### src/rtl/serial_subtractor_pkg.sv
// Shared types and helpers for the serial subtractor.
package serial_subtractor_pkg;

    typedef enum logic [1:0] {
        IDLE = 2'b00,
        RUN  = 2'b01,
        DONE = 2'b10
    } state_t;

    // Counter width for N/W steps, never narrower than one bit.
    function automatic int cnt_width(input int n, input int w);
        int steps;
        steps = n / w;
        if (steps <= 1) begin
            return 1;
        end else begin
            return $clog2(steps);
        end
    endfunction

    // One-bit full subtractor: returns {borrow_out, difference}.
    function automatic logic [1:0] fs_bit(input logic a, input logic b, input logic br);
        logic d;
        logic br_next;
        d       = a ^ b ^ br;
        br_next = (~a & b) | (~(a ^ b) & br);
        return {br_next, d};
    endfunction

endpackage

### src/rtl/serial_subtractor_slice.sv
// W-bit combinational ripple-borrow subtractor slice used by serial_subtractor.
module full_subtractor_slice
    import serial_subtractor_pkg::*;
#(
    parameter int W = 1
) (
    input  logic [W-1:0] a,
    input  logic [W-1:0] b,
    input  logic         bin,
    output logic [W-1:0] d,
    output logic         bout
);

    logic [W:0] w_br;

    assign w_br[0] = bin;

    for (genvar i = 0; i < W; i++) begin : g_bit
        logic [1:0] w_res;
        assign w_res      = fs_bit(a[i], b[i], w_br[i]);
        assign d[i]       = w_res[0];
        assign w_br[i+1]  = w_res[1];
    end

    assign bout = w_br[W];

endmodule

### src/rtl/serial_subtractor.sv
// Multi-cycle N-bit subtractor, W bits per cycle, valid/ready on both sides.
// Define SERIAL_SUBTRACTOR_OVERFLOW_EN to add the signed-overflow output ovf.
module serial_subtractor
    import serial_subtractor_pkg::*;
#(
    parameter int N = 8,
    parameter int W = 1
) (
    input  logic         clk,
    input  logic         rst,
    input  logic         in_valid,
    output logic         in_ready,
    input  logic [N-1:0] a,
    input  logic [N-1:0] b,
    input  logic         bin,
    output logic         out_valid,
    input  logic         out_ready,
    output logic [N-1:0] diff,
    output logic         bout
`ifdef SERIAL_SUBTRACTOR_OVERFLOW_EN
    ,
    output logic         ovf
`endif
);

    localparam int              CW    = cnt_width(N, W);
    localparam int              STEPS = N / W;
    localparam logic [CW-1:0]   LAST  = CW'(STEPS - 1);

    if (N < 2 || W < 1 || (N % W) != 0) begin : g_param_check
        $error("serial_subtractor: N must be >= 2 and divisible by W");
    end

    state_t         r_state;
    state_t         w_state_next;
    logic           r_in_ready;
    logic           r_out_valid;
    logic [N-1:0]   r_a;
    logic [N-1:0]   r_b;
    logic [N-1:0]   r_diff;
    logic           r_borrow;
    logic [CW-1:0]  r_cnt;

    logic           w_accept;
    logic           w_last;
    logic [W-1:0]   w_d;
    logic           w_bout;
    logic [N+W-1:0] w_diff_cat;

`ifdef SERIAL_SUBTRACTOR_OVERFLOW_EN
    logic           r_a_msb;
    logic           r_b_msb;
    logic           r_ovf;
`endif

    full_subtractor_slice #(.W(W)) u_slice (
        .a    (r_a[W-1:0]),
        .b    (r_b[W-1:0]),
        .bin  (r_borrow),
        .d    (w_d),
        .bout (w_bout)
    );

    assign w_accept   = in_valid & r_in_ready;
    assign w_last     = (r_cnt == LAST);
    // Slice result enters at the top of diff; the window below keeps the upper N bits.
    assign w_diff_cat = {w_d, r_diff};

    // Next-state logic.
    always_comb begin
        w_state_next = r_state;
        case (r_state)
            IDLE: begin
                if (w_accept) begin
                    w_state_next = RUN;
                end else begin
                    w_state_next = IDLE;
                end
            end
            RUN: begin
                if (w_last) begin
                    w_state_next = DONE;
                end else begin
                    w_state_next = RUN;
                end
            end
            DONE: begin
                if (r_out_valid && out_ready) begin
                    w_state_next = IDLE;
                end else begin
                    w_state_next = DONE;
                end
            end
            default: begin
                w_state_next = IDLE;
            end
        endcase
    end

    // State, handshake flags and datapath registers.
    always_ff @(posedge clk) begin
        if (rst) begin
            r_state     <= IDLE;
            r_in_ready  <= 1'b1;
            r_out_valid <= 1'b0;
            r_a         <= '0;
            r_b         <= '0;
            r_diff      <= '0;
            r_borrow    <= 1'b0;
            r_cnt       <= '0;
`ifdef SERIAL_SUBTRACTOR_OVERFLOW_EN
            r_a_msb     <= 1'b0;
            r_b_msb     <= 1'b0;
            r_ovf       <= 1'b0;
`endif
        end else begin
            r_state     <= w_state_next;
            r_in_ready  <= (w_state_next == IDLE);
            // Valid follows one cycle into DONE so the result is settled first.
            r_out_valid <= (r_state == DONE) && (w_state_next == DONE);
            case (r_state)
                IDLE: begin
                    if (w_accept) begin
                        r_a      <= a;
                        r_b      <= b;
                        r_borrow <= bin;
                        r_diff   <= '0;
                        r_cnt    <= '0;
`ifdef SERIAL_SUBTRACTOR_OVERFLOW_EN
                        r_a_msb  <= a[N-1];
                        r_b_msb  <= b[N-1];
                        r_ovf    <= 1'b0;
`endif
                    end
                end
                RUN: begin
                    r_a      <= r_a >> W;
                    r_b      <= r_b >> W;
                    r_diff   <= w_diff_cat[N+W-1:W];
                    r_borrow <= w_bout;
                    r_cnt    <= r_cnt + CW'(1);
`ifdef SERIAL_SUBTRACTOR_OVERFLOW_EN
                    if (w_last) begin
                        r_ovf <= (r_a_msb != r_b_msb) && (w_d[W-1] != r_a_msb);
                    end
`endif
                end
                default: begin
                end
            endcase
        end
    end

    assign in_ready  = r_in_ready;
    assign out_valid = r_out_valid;
    assign diff      = r_diff;
    assign bout      = r_borrow;
`ifdef SERIAL_SUBTRACTOR_OVERFLOW_EN
    assign ovf       = r_ovf;
`endif

endmodule
### config.mk
export PLATFORM = sky130hd
export DESIGN_NAME = serial_subtractor
export DESIGN_NICKNAME = d
export VERILOG_FILES = /design/src/rtl/serial_subtractor_pkg.sv /design/src/rtl/serial_subtractor_slice.sv /design/src/rtl/serial_subtractor.sv
export SDC_FILE = /design/constraint.sdc
export NUM_CORES = 1
export LEC_CHECK = 0
export BUFFER_PORTS_ARGS = -buffer_cell sky130_fd_sc_hd__buf_2
export CORE_MARGIN = 4
export CORE_UTILIZATION = 50
export CTS_CLUSTER_DIAMETER = 200
export DETAILED_ROUTE_END_ITERATION = 10
export HOLD_SLACK_MARGIN = 0.08
export MAX_ROUTING_LAYER = met4
export PLACE_DENSITY = 0.75
export SYNTH_ARGS = -nofsm -noshare
export SYNTH_HDL_FRONTEND = slang
export SYNTH_SLANG_ARGS = --single-unit
export TNS_END_PERCENT = 5
### constraint.sdc
create_clock -name clk -period 1.9 [get_ports clk]
set_input_delay 0.095 -clock clk [delete_from_list [all_inputs] [get_ports clk]]
set_output_delay 0.095 -clock clk [all_outputs]
set_load 0.05 [all_outputs]
; Word-level counts from Yosys, hierarchy flattened
; Cells that the tools add are included.
[word_totals]
regBits = 32
in_bits = 21
wordCells = 42
[classes]
addsub = 1
n_eq_ne = 5
mux = 14
bitwise = 8
n_reduce_logical = 6
[op_table]
columns = cell, count
row1 = $pmux 8 s2, 3
row2 = $mux 8, 3
row3 = $pmux 2 s3, 1
row4 = $pmux 3 s2, 1
row5 = $eq 2x2->1 const B, 2
row6 = $logic_not 2->1, 2
row7 = $mux 2, 2
row8 = $add 3x1->3 const B, 1
row9 = $and 1x1->1, 3
row10 = $eq 3x3->1 const B, 1
row11 = $mux 3, 1
row12 = $eq 2x1->1 const B, 1
row13 = $logic_and 1x1->1, 2
row14 = $mux 1, 2
row15 = $ne 2x2->1 const B, 1
row16 = $not 1->1, 2
row17 = $pmux 1 s2, 1
row18 = $reduce_and 2->1, 1
row19 = $reduce_bool 2->1, 1
row20 = $xor 1x1->1, 2
row21 = $or 1x1->1, 1

; Logic depth before layout (Yosys ltp)
; Gate-level depths: netlist of the first run.
[depth]
ltp_word = 5
ltp_mapped = 5
depth_no_buf = 5

; By module
; From an unflattened synthesis of the first run, not the netlist that was laid out.
[hier_totals]
cells_unflattened = 161
area_unflattened_um2 = 1477.7
[modules_own_cells]
columns = mod, n_inst, cells_per_inst, area_each_um2, seq_area_each_um2
row1 = serial_subtractor, 1, 157, 1446.4, 640.6
row2 = full_subtractor_slice, 1, 4, 31.3, 0.0

; Worst setup path after synthesis of the first run
; Ideal clock, no wire load.
[synth_path]
path_kind = register to register
from = reg r_in_ready (netlist: in_ready)
to = reg r_b[0]
setup_time_ns = 0.088
arrival_time_ns = 1.529
slack_ns = 0.283
path_stages_with_launch = 6
n_path_buf = 2
synth_period_minus_slack_ns = 1.617
path_cell_list = dfxtp_1 -> nor4bb_1 -> buf_4 -> buf_12 -> nor3_2 -> a311oi_2
[synth_between]
elab_chain_len = 3
[synth_rtl]
columns = item, line
row1 = start: declaration, serial_subtractor.sv:36  ; logic r_in_ready;
row2 = start signal: assignment, serial_subtractor.sv:118  ; r_in_ready <= (w_state_next == IDLE);
row3 = $and 1x1->1, serial_subtractor.sv:64  ; assign w_accept = in_valid & r_in_ready;
row4 = $ne 2x2->1 (no source line), --
row5 = $reduce_and 2->1 (no source line), --
row6 = end signal: assignment, serial_subtractor.sv:138  ; r_b <= r_b >> W;
row7 = end: declaration, serial_subtractor.sv:39  ; logic [N-1:0] r_b;
; Every way passes these cells.
; A chain may end at the register's enable or synchronous reset.

; Worst setup path in the final report of the first run
[layout_path]
from = reg r_state[1]
to = reg r_b[2]
[layout_between]
elab_chain_len = 3
[layout_rtl]
columns = item, line
row1 = start: declaration, serial_subtractor.sv:34  ; state_t r_state;
row2 = start signal: assignment, serial_subtractor.sv:117  ; r_state <= w_state_next;
row3 = $eq 2x1->1 / $logic_not 2->1 (equally long branches), serial_subtractor.sv:121  ; case (r_state)
row4 = $reduce_bool 2->1 (no source line) / $ne 2x2->1 (equally long branches), --
row5 = $reduce_and 2->1 (no source line), --
; Several ways; a longest one is shown, not always the timed one.

==> results of run 1 <==
-- layer usage --
| layer | up-vias | routed length [um] | track usage (%) |
|---|---|---|---|
| met5 | - | 0 | - |
| met4 | 0 | 67 | 7.86 |
| met3 | 7 | 148 | 5.41 |
| met2 | 26 | 1680 | 29.5 |
| met1 | 602 | 1460 | 21.3 |
| li1 | 658 | - | - |
-- placed cells by master (no fill, tap or decap), types with 2 or more instances in the layout --
cell type	synthesis	layout
a21oi_1	9	9
a311oi_1	7	7
a311oi_2	7	7
buf_2	3	31
buf_4	8	5
clkbuf_1	3	2
clkbuf_4	0	5
dfxtp_1	32	32
dlygate4sd3_1	0	17
ha_1	2	2
inv_1	4	4
nand2_1	40	40
nand2b_1	3	3
nand3_1	7	7
nor3_1	7	7
nor3_2	7	7
o22ai_1	5	5
-- worst min path at each step --
stage,from,endpoint,slack [ns],depth (start not counted)
floorplan,rst,r_state[0],0.18,1
finish,in_valid,r_state[0],0.09,3
detailed placement,a[7],r_a[7],0.34,3
CTS,in_valid,r_state[0],0.09,3
global route,in_valid,r_state[0],0.11,3
global placement,b[7],r_b[7],0.34,3
-- where the power goes --
group	switching [uW]	internal, uW	leakage [uW]
registers	40.5	727	0.000262
clock network	222	183	0.0000326
logic	201	150	0.000452
-- final cells by class --
class,count,area (sq um)
sequential,32,641
clock buffer,8,58.8
tap,31,38.8
multi-input combinational,109,724
inverter,4,15.0
fill,220,941
timing repair buffer,53,363
-- registers in the layout, summed over array words and instances (netlist names) --
register,flops
bout,1
r_state,2
in_ready,1
r_cnt,3
out_valid,1
r_b,8
r_a,8
diff,8
-- worst max-delay path: stages, from the launching register on --
cell and delay (ns):
dfxtp_1 0.49, nand2b_1 0.41, buf_4 0.27, nand2_1 0.09
a311oi_2 0.25
-- kinds of logic after synthesis --
kind of cell	synth area share, %
AO/OA/AOI/OAI	19.1
adder cells (fa/ha/maj)	3.08
buffers and inverters	8.29
flip-flops	43.8
AND/OR/NAND/NOR	25.7
-- repair_timing --
action                     in CTS  in global routing
setup endpoints to repair       0                  1
buffers inserted                0                  0
hold endpoints to repair       17                  0
hold buffers                   17                  0
resized for setup               0                  1
-- per-stage QoR --
stage / utilization [%] / power, uW / std cells
after floorplan: - / 1040 / 160
after global placement: 57.8 / 1090 / 212
after detailed placement: 57.8 / 1100 / 212
after CTS: 66.0 / 1530 / 237
after global routing: 66.2 / 1600 / 237
final: 66.2 / 1520 / 237
==> summary.txt, run 1 <==
Floorplanning
  – Row count: 19
  – # IOs: 32
  – Die X: 62.1 um
  – Initial Util: 52.6%
  – Placeable core area: 2780 sq um
  – Die Y: 62.1 um
  – Die ar.: 3860 sq um

Placement
  – Pre-CTS setup slack: 0.223 ns
  – Placer Congestion: 0.801
  – Post-DP HPWL: 2170 um
  – IO Port Bufs: 31
  – Post-DP Area: 1610 sq um

Outcome
  – Status: completed

Timing
  – TNS Setup: 0 ns
  – Hold slack: 0.0941 ns
  – Pins over their slew limit: 0
  – Slew @ Worst Pin: 0.491 ns
  – Skew final: approximately 0.0067 ns
  – RSZ-0062 raised after global routing: no
  – Endpoints failing hold: 0
  – Fin crit period: 1.59 ns
  – Final Setup Violations: 0
  – FMAX: 628 MHz
  – Slack of the critical path: 0.308 ns
  – Final Cycle Share: 83.8%
  – Slew headroom: 67.3%

Power and ir drop
  – Pwr dens: approximately 830 nW/um^2
  – Worst VDD drop: slightly above 600 uV
  – P_leak: ~0.00075 uW

Yosys
  – Area share of the leading cell type in the synthesized netlist: 43.8%
  – Cell taking the most area after synthesis: dfxtp_1
  – Post-synth cell types: 30
  – Top FF cell, synth: dfxtp_1
  – Ys async rst share: 0%
  – Post-synthesis sequential area ratio: 43.8%
  – Top cells by area, synth: dfxtp_1 (44%), nand2_1 (10%), a311oi_2 (7.2%), nor3_2 (4.8%), a311oi_1 (4.2%)
  – Post-synth top cells: nand2_1 (40), dfxtp_1 (32), a21oi_1 (9)
  – Post-synth EDFFs: 0
  – Mapped Nets: 184
  – Avg Inst Size Synth: 9.15 sq um
  – Most frequent cell after synthesis: nand2_1
  – Post-Syn Area: 1460 sq um
  – Post-Synthesis Cells: 160
  – YS warnings: 0
  – Synth Register Bits: 32

Route
  – Pre-antenna DRT Iters: 4
  – Detail Route Antenna Nets: 0
  – Post-DR wirelength/cell: 14.1 um
  – Initial DRC Count: 52
  – Vias: 1,293
  – Routed wire length: around 3400 um
  – Avg Vias per Cell: roughly 5.5
  – Residual DRC: 0

Clocking
  – CTS Sinks: 32
  – Depth of the CTS H-tree: 2
  – CTS tree: built
  – CTS root buf: clkbuf_4
  – Clk_lat worst skew: about 0.33 ns
  – Clk slew on worst S/H paths: 0.10 ns
  – Clock buffer depth: 2
  – TritonCTS Buffers: 5

Setup path
  – R2R Setup Slk: between 0.3 and 0.4 ns
  – Arrival time worst endpoint: 1.84 ns
  – CP required: ~2.2 ns
  – Worst r2r src: r_state[1]
  – Crit path capture: r_b[2]
  – CP endpoint kind: flip-flop
  – Worst Path Class, Setup: flip-flop to flip-flop
  – Top fanout value on the critical path: 11
  – Reg2reg path depth: 4
  – Worst Setup SP: r_state[1]
  – Crit start category: flip-flop
  – R2r endpoint: r_b[2]

Global routing
  – Largest net degree at the start of global routing: 35
  – Number of global-route vias before repair: about 1,300
  – First-pass GRT wire length: 5670 um
  – GRT Total Usage: 18.4%
  – Initial antenna violation count: 0
  – GR Overflow Total: 0

Cells and area
  – Fin area: ~1800 sq um
  – # diodes: 0
  – Area growth, synth to finish: 25.7%
  – Nets: 229
  – Layout cells sized above 1: about 29%

Min path
  – Hold Path Class: input pin to flip-flop

Flow run
  – Max Cap Viol: 0
Power figures use the tool's default switching activity.
==> run 2, diff against run 1 <==
==> constraint.sdc (replaced) <==
create_clock -name clk -period 1.63 [get_ports clk]
set_input_delay 0.0815 -clock clk [delete_from_list [all_inputs] [get_ports clk]]
set_output_delay 0.0815 -clock clk [all_outputs]
set_load 0.05 [all_outputs]
==> run 2 against run 1 <==
Clock skew fell by 0.0012 ns. Clock-buffer cell count unchanged. Critical path type unchanged. Cell count up 0.84%. Worst hold slack worse by 0.0027 ns. Largest cell class unchanged. Flip-flop and latch count did not move. First-iteration DRC count rose by 15%. Via count is 1.2% higher. Sequential share of layout area shrank 0.42 points. Final area grew 1.2%. Clock power rose by 17%. Critical path depth decreased by 1.
==> summary.txt, run 2 (synthesis gave the netlist of run 1 again) <==
Clocking
  – PostCTS Resize Cnt: 0
  – TritonCTS Buffers: 5
  – CTS root buf: clkbuf_4
  – Clk_lat worst skew: 0.33 ns
  – Clock buffer depth: 2
  – Clk slew on worst S/H paths: 0.09 ns
  – CTS Sinks: 32
  – CTS tree: built
  – Depth of the CTS H-tree: 2

Timing
  – Fin crit period: 1.49 ns
  – Slack of the critical path: roughly 0.14 ns
  – Endpoints failing hold: 0
  – RSZ-0062 raised after global routing: no
  – FMAX: between 600 and 700 MHz
  – Slew headroom: 65.3%
  – Pins over their slew limit: 0
  – Slew @ Worst Pin: 0.520 ns
  – TNS Setup: 0 ns
  – Final Cycle Share: 91.6%
  – Final Setup Violations: 0
  – Hold slack: approximately 0.091 ns
  – Skew final: 0.00546 ns

Floorplanning
  – Row count: 19
  – Placeable core area: between 2000 and 3000 sq um
  – Die X: 62.1 um
  – Die ar.: a little under 4000 sq um
  – # IOs: 32
  – Die Y: 62.1 um
  – Initial Util: 52.6%

Route
  – Initial DRC Count: 60
  – Routed wire length: around 3300 um
  – Residual DRC: 0
  – Detail Route Antenna Nets: 0
  – Pre-antenna DRT Iters: 4
  – Top Layer Used: met4
  – Avg Vias per Cell: roughly 5.5
  – Met2 WL: approximately 1600 um
  – Vias: roughly 1,300
  – Met3 WL: about 140 um
  – Post-route met1 wirelength: 1520 um
  – Post-DR wirelength/cell: 13.8 um

Global routing
  – GRT Total Usage: 18.6%
  – Number of global-route vias before repair: 1,253
  – Initial antenna violation count: 0
  – Largest net degree at the start of global routing: 31
  – First-pass GRT wire length: 5620 um
  – GR Overflow Total: 0

Cells and area
  – Layout cells sized above 1: 29.3%
  – Commonest non-fill, non-tap cell in the layout: nand2_1
  – Nets: ~230
  – Most frequent cells in the layout: nand2_1 (40), dfxtp_1 (32), buf_2 (31)
  – # diodes: 0
  – Area growth, synth to finish: 27.3%

Setup path
  – Worst r2r src: r_state[1]
  – Worst Setup SP: r_state[1]
  – Worst path max stage delay: 0.50 ns
  – Critical-path cell list: nand2b_1 -> nand2_2 -> o32ai_1
  – Arrival time worst endpoint: 1.73 ns
  – Worst Path Buf+Inv: 0
  – Top fanout value on the critical path: 22
  – Worst Path Class, Setup: flip-flop to flip-flop
  – CP max stage cell: dfxtp_1
  – CP endpoint kind: flip-flop
  – Crit-path leading delay family: simple AND/OR/NAND/NOR gates
  – Crit start category: flip-flop
  – CP required: 1.87 ns

Min path
  – Hold Path Origin: in_valid
  – Hold Path Class: input pin to flip-flop

Placement
  – Placer Congestion: roughly 0.78
  – Post-DP HPWL: 2170 um
  – IO Port Bufs: 31
  – Pre-CTS setup slack: 0.172 ns

Power and ir drop
  – P_leak: 0.000758 uW
  – Pwr dens: approximately 960 nW/um^2
  – Worst VDD drop: 719 uV

Flow run
  – Max Cap Viol: 0

Outcome
  – Status: completed
==> run 2: changes by cell type in the layout (fill, tap and decap cells not counted) <==
| cell | previous run | this run |
|---|---|---|
| nand2_4 | 1 | 0 |
| nand2_2 | 0 | 1 |
| buf_4 | 5 | 6 |
| buf_12 | 0 | 1 |
==> run 2: stage by stage <==
stage / utilization (%) / cell area [sq um] / std cells / power [uW]
after floorplan: - / 1460 / 160 / 1220
after global placement: 58.7 / 1630 / 214 / 1290
after detailed placement: 58.7 / 1630 / 214 / 1300
after CTS: 67.0 / 1860 / 239 / 1800
after global routing: 67.0 / 1860 / 239 / 1890
final: 67.0 / 1860 / 239 / 1790
==> run 2: final timing paths <==
check,end,slack (ns),cells after the start
setup / recovery,diff[0],0.14,3
setup reg to reg,diff[0],0.14,3
hold reg to reg,r_cnt[2],0.48,2
hold / removal,r_state[0],0.09,3
==> run 2: tightest hold or removal path, delay by kind of cell <==
kind,cells,cell delay [ns]
AO/OA/AOI/OAI,1,0.09
AND/OR/NAND/NOR,1,0.07
buffers and inverters,1,0.12
==> run 2: per-layer routing <==
layer / up-vias / track usage [%]
met4: 0 / 7.32
met3: 5 / 6.31
met2: 24 / 29.3
met5: - / -
li1: 658 / -
met1: 621 / 21.7
==> run 2: timing repair <==
action,in CTS,in global routing
hold buffers,17,0
buffers inserted,0,0
hold endpoints to repair,17,0
==> run 2: area by class of cell <==
cell class | count | area (sq um)
inverter | 4 | 15.0
clock buffer | 8 | 58.8
sequential | 32 | 641
fill | 221 | 918
timing repair buffer | 55 | 390
tap | 31 | 38.8
multi-input combinational | 109 | 719
==> run 2: report_power, final <==
part	internal (uW)	leakage (uW)	total (uW)	switching, uW
clock network	213	0.0000326	474	261
logic	187	0.000463	421	234
registers	848	0.000262	895	47.1
==> run 3, diff against run 2 <==
--- a/config.mk
+++ b/config.mk
@@ -12,7 +12,7 @@
 export DETAILED_ROUTE_END_ITERATION = 10
 export HOLD_SLACK_MARGIN = 0.08
 export MAX_ROUTING_LAYER = met4
-export PLACE_DENSITY = 0.75
+export PLACE_DENSITY = 0.81
 export SYNTH_ARGS = -nofsm -noshare
 export SYNTH_HDL_FRONTEND = slang
 export SYNTH_SLANG_ARGS = --single-unit
==> run 3 against run 2 <==
Clock-buffer cell count is the same. Worst setup slack gained 0.015 ns. Global-route usage grew 0.30 points. Final area shrank 0.13%. Power shrank 0.16%. Flip-flop and latch count is the same. Register-to-register slack is essentially flat. Highest routed layer unchanged. Largest power group unchanged. Critical endpoint unchanged. First-iteration DRC count shrank 37%. Maximum frequency grew 0.99%.
==> summary.txt, run 3 (synthesis gave the netlist of run 1 again) <==
Placement
  – Pre-CTS setup slack: 0.171 ns
  – IO Port Bufs: 31
  – Placer Congestion: 0.783
  – Post-DP HPWL: 2190 um

Cells and area
  – Layout cells sized above 1: 28.6%
  – Most frequent cells in the layout: nand2_1 (40), dfxtp_1 (32), buf_2 (31)
  – Util after Layout: 66.9%
  – Area growth, synth to finish: 27.1%
  – Commonest non-fill, non-tap cell in the layout: nand2_1
  – # fillers: between 200 and 250
  – Register area: around 640 sq um
  – # diodes: 0
  – Multi-input gate area: 719 sq um
  – Nets: 229

Timing
  – Hold slack: between 0.09 and 0.1 ns
  – Slack of the critical path: about 0.15 ns
  – Final Cycle Share: 90.7%
  – RSZ-0062 raised after global routing: no
  – Slew @ Worst Pin: 0.493 ns
  – FMAX: approximately 680 MHz
  – Endpoints failing hold: 0
  – Final Setup Violations: 0
  – Pins over their slew limit: 0
  – Skew final: 0.00836 ns
  – Slew headroom: 67.1%
  – TNS Setup: 0 ns
  – Fin crit period: between 1 and 1.5 ns

Setup path
  – CP max stage cell: dfxtp_1
  – Worst Path Buf+Inv: 0
  – Arrival time worst endpoint: 1.71 ns
  – CP endpoint kind: flip-flop
  – Worst Path Class, Setup: flip-flop to flip-flop
  – Worst path max stage delay: 0.51 ns
  – CP required: 1.86 ns
  – Critical-path cell list: nand4bb_1 -> nand2_2 -> o32ai_1
  – Crit start category: flip-flop
  – Crit-path leading delay family: simple AND/OR/NAND/NOR gates
  – Top fanout value on the critical path: 22

Clocking
  – TritonCTS Buffers: 5
  – Clk slew on worst S/H paths: 0.08 ns
  – Clk_lat worst skew: 0.33 ns
  – CTS tree: built
  – PostCTS Resize Cnt: 0
  – Post-CTS Setup Inserts: 0
  – CTS root buf: clkbuf_4
  – # hold bufs at CTS: 17
  – Depth of the CTS H-tree: 2
  – CTS Sinks: 32
  – Clock buffer depth: 2

Floorplanning
  – Initial Util: 52.6%
  – # IOs: 32
  – Die Y: approximately 62 um
  – Die X: about 62 um
  – Die ar.: 3860 sq um
  – Placeable core area: 2780 sq um
  – Row count: 19

Route
  – Post-DR wirelength/cell: roughly 14 um
  – Pre-antenna DRT Iters: 4
  – Routed wire length: between 3000 and 4000 um
  – Residual DRC: 0
  – Avg Vias per Cell: 5.58
  – Detail Route Antenna Nets: 0
  – Vias: ~1,300
  – Initial DRC Count: 38

Power and ir drop
  – Switching pwr: 539 uW
  – Part of the power in registers: about half
  – P_int: 1250 uW
  – Switching fraction of total power: 30.2%
  – Gate power share: 23.8%
  – Worst VDD drop: 819 uV
  – Clock power frac: 26.1%
  – Pwr dens: 960 nW/um^2
  – P_leak: 0.000752 uW

Global routing
  – Initial antenna violation count: 0
  – Largest net degree at the start of global routing: 36
  – Number of global-route vias before repair: about 1,400
  – GRT Total Usage: 18.9%
  – First-pass GRT wire length: approximately 5800 um
  – GR Overflow Total: 0

Outcome
  – Status: completed

Min path
  – Hold Path Class: input pin to flip-flop

Flow run
  – Max Cap Viol: 0
-- run 3: cell types whose count changed in the layout (fill, tap and decap cells not counted) --
cell,before,now
buf_12,1,2
buf_4,6,3
-- run 3: worst min-delay path, delay by kind of cell --
| kind | cells | cell delay (ns) |
|---|---|---|
| buffers and inverters | 1 | 0.12 |
| AOI/OAI and AO/OA | 1 | 0.08 |
| and+or+nand+nor | 1 | 0.08 |
-- run 3: metal layers --
| metal | wire length (um) | share of wire [%] | up-vias | global-route usage [%] |
|---|---|---|---|---|
| met3 | 157 | 4.7 | 6 | 5.23 |
| met1 | 1480 | 44 | 627 | 21.6 |
| met2 | 1660 | 49 | 30 | 29.3 |
| li1 | - | - | 659 | - |
| met5 | 0 | 0 | - | - |
| met4 | 68 | 2.0 | 0 | 11.1 |
-- run 3: final timing paths --
kind               from  slack [ns]         end  cells past startpoint
min            in_valid        0.09  r_state[0]                      3
max          r_state[1]        0.15     diff[0]                      3
min reg2reg    r_cnt[1]        0.49    r_cnt[1]                      2
max reg2reg  r_state[1]        0.15     diff[0]                      3
-- run 3: power by group through the flow --
stage	Sequential [uW]	Combinational (uW)	Clock [uW]
3_5_place_dp	912	389	0
6_report	895	426	466
3_3_place_gp	907	380	0
5_1_grt	903	465	519
4_1_cts	894	423	482
2_1_floorplan	931	284	0
-- run 3: cell type report --
cell class              instances  share of cell area (%)
inverters                       4                   0.807
repair buffers                 53                    20.8
multi-input cells             109                    38.7
well taps                      31                    2.08
flip-flops and latches         32                    34.4
clock buffers                   8                    3.16
-- run 3: through the flow --
step,cells,total power [uW],instance area [sq um]
after floorplan,160,1220,1460
after global placement,212,1290,1630
after detailed placement,212,1300,1630
after CTS,237,1800,1860
after global routing,237,1890,1860
final,237,1790,1860
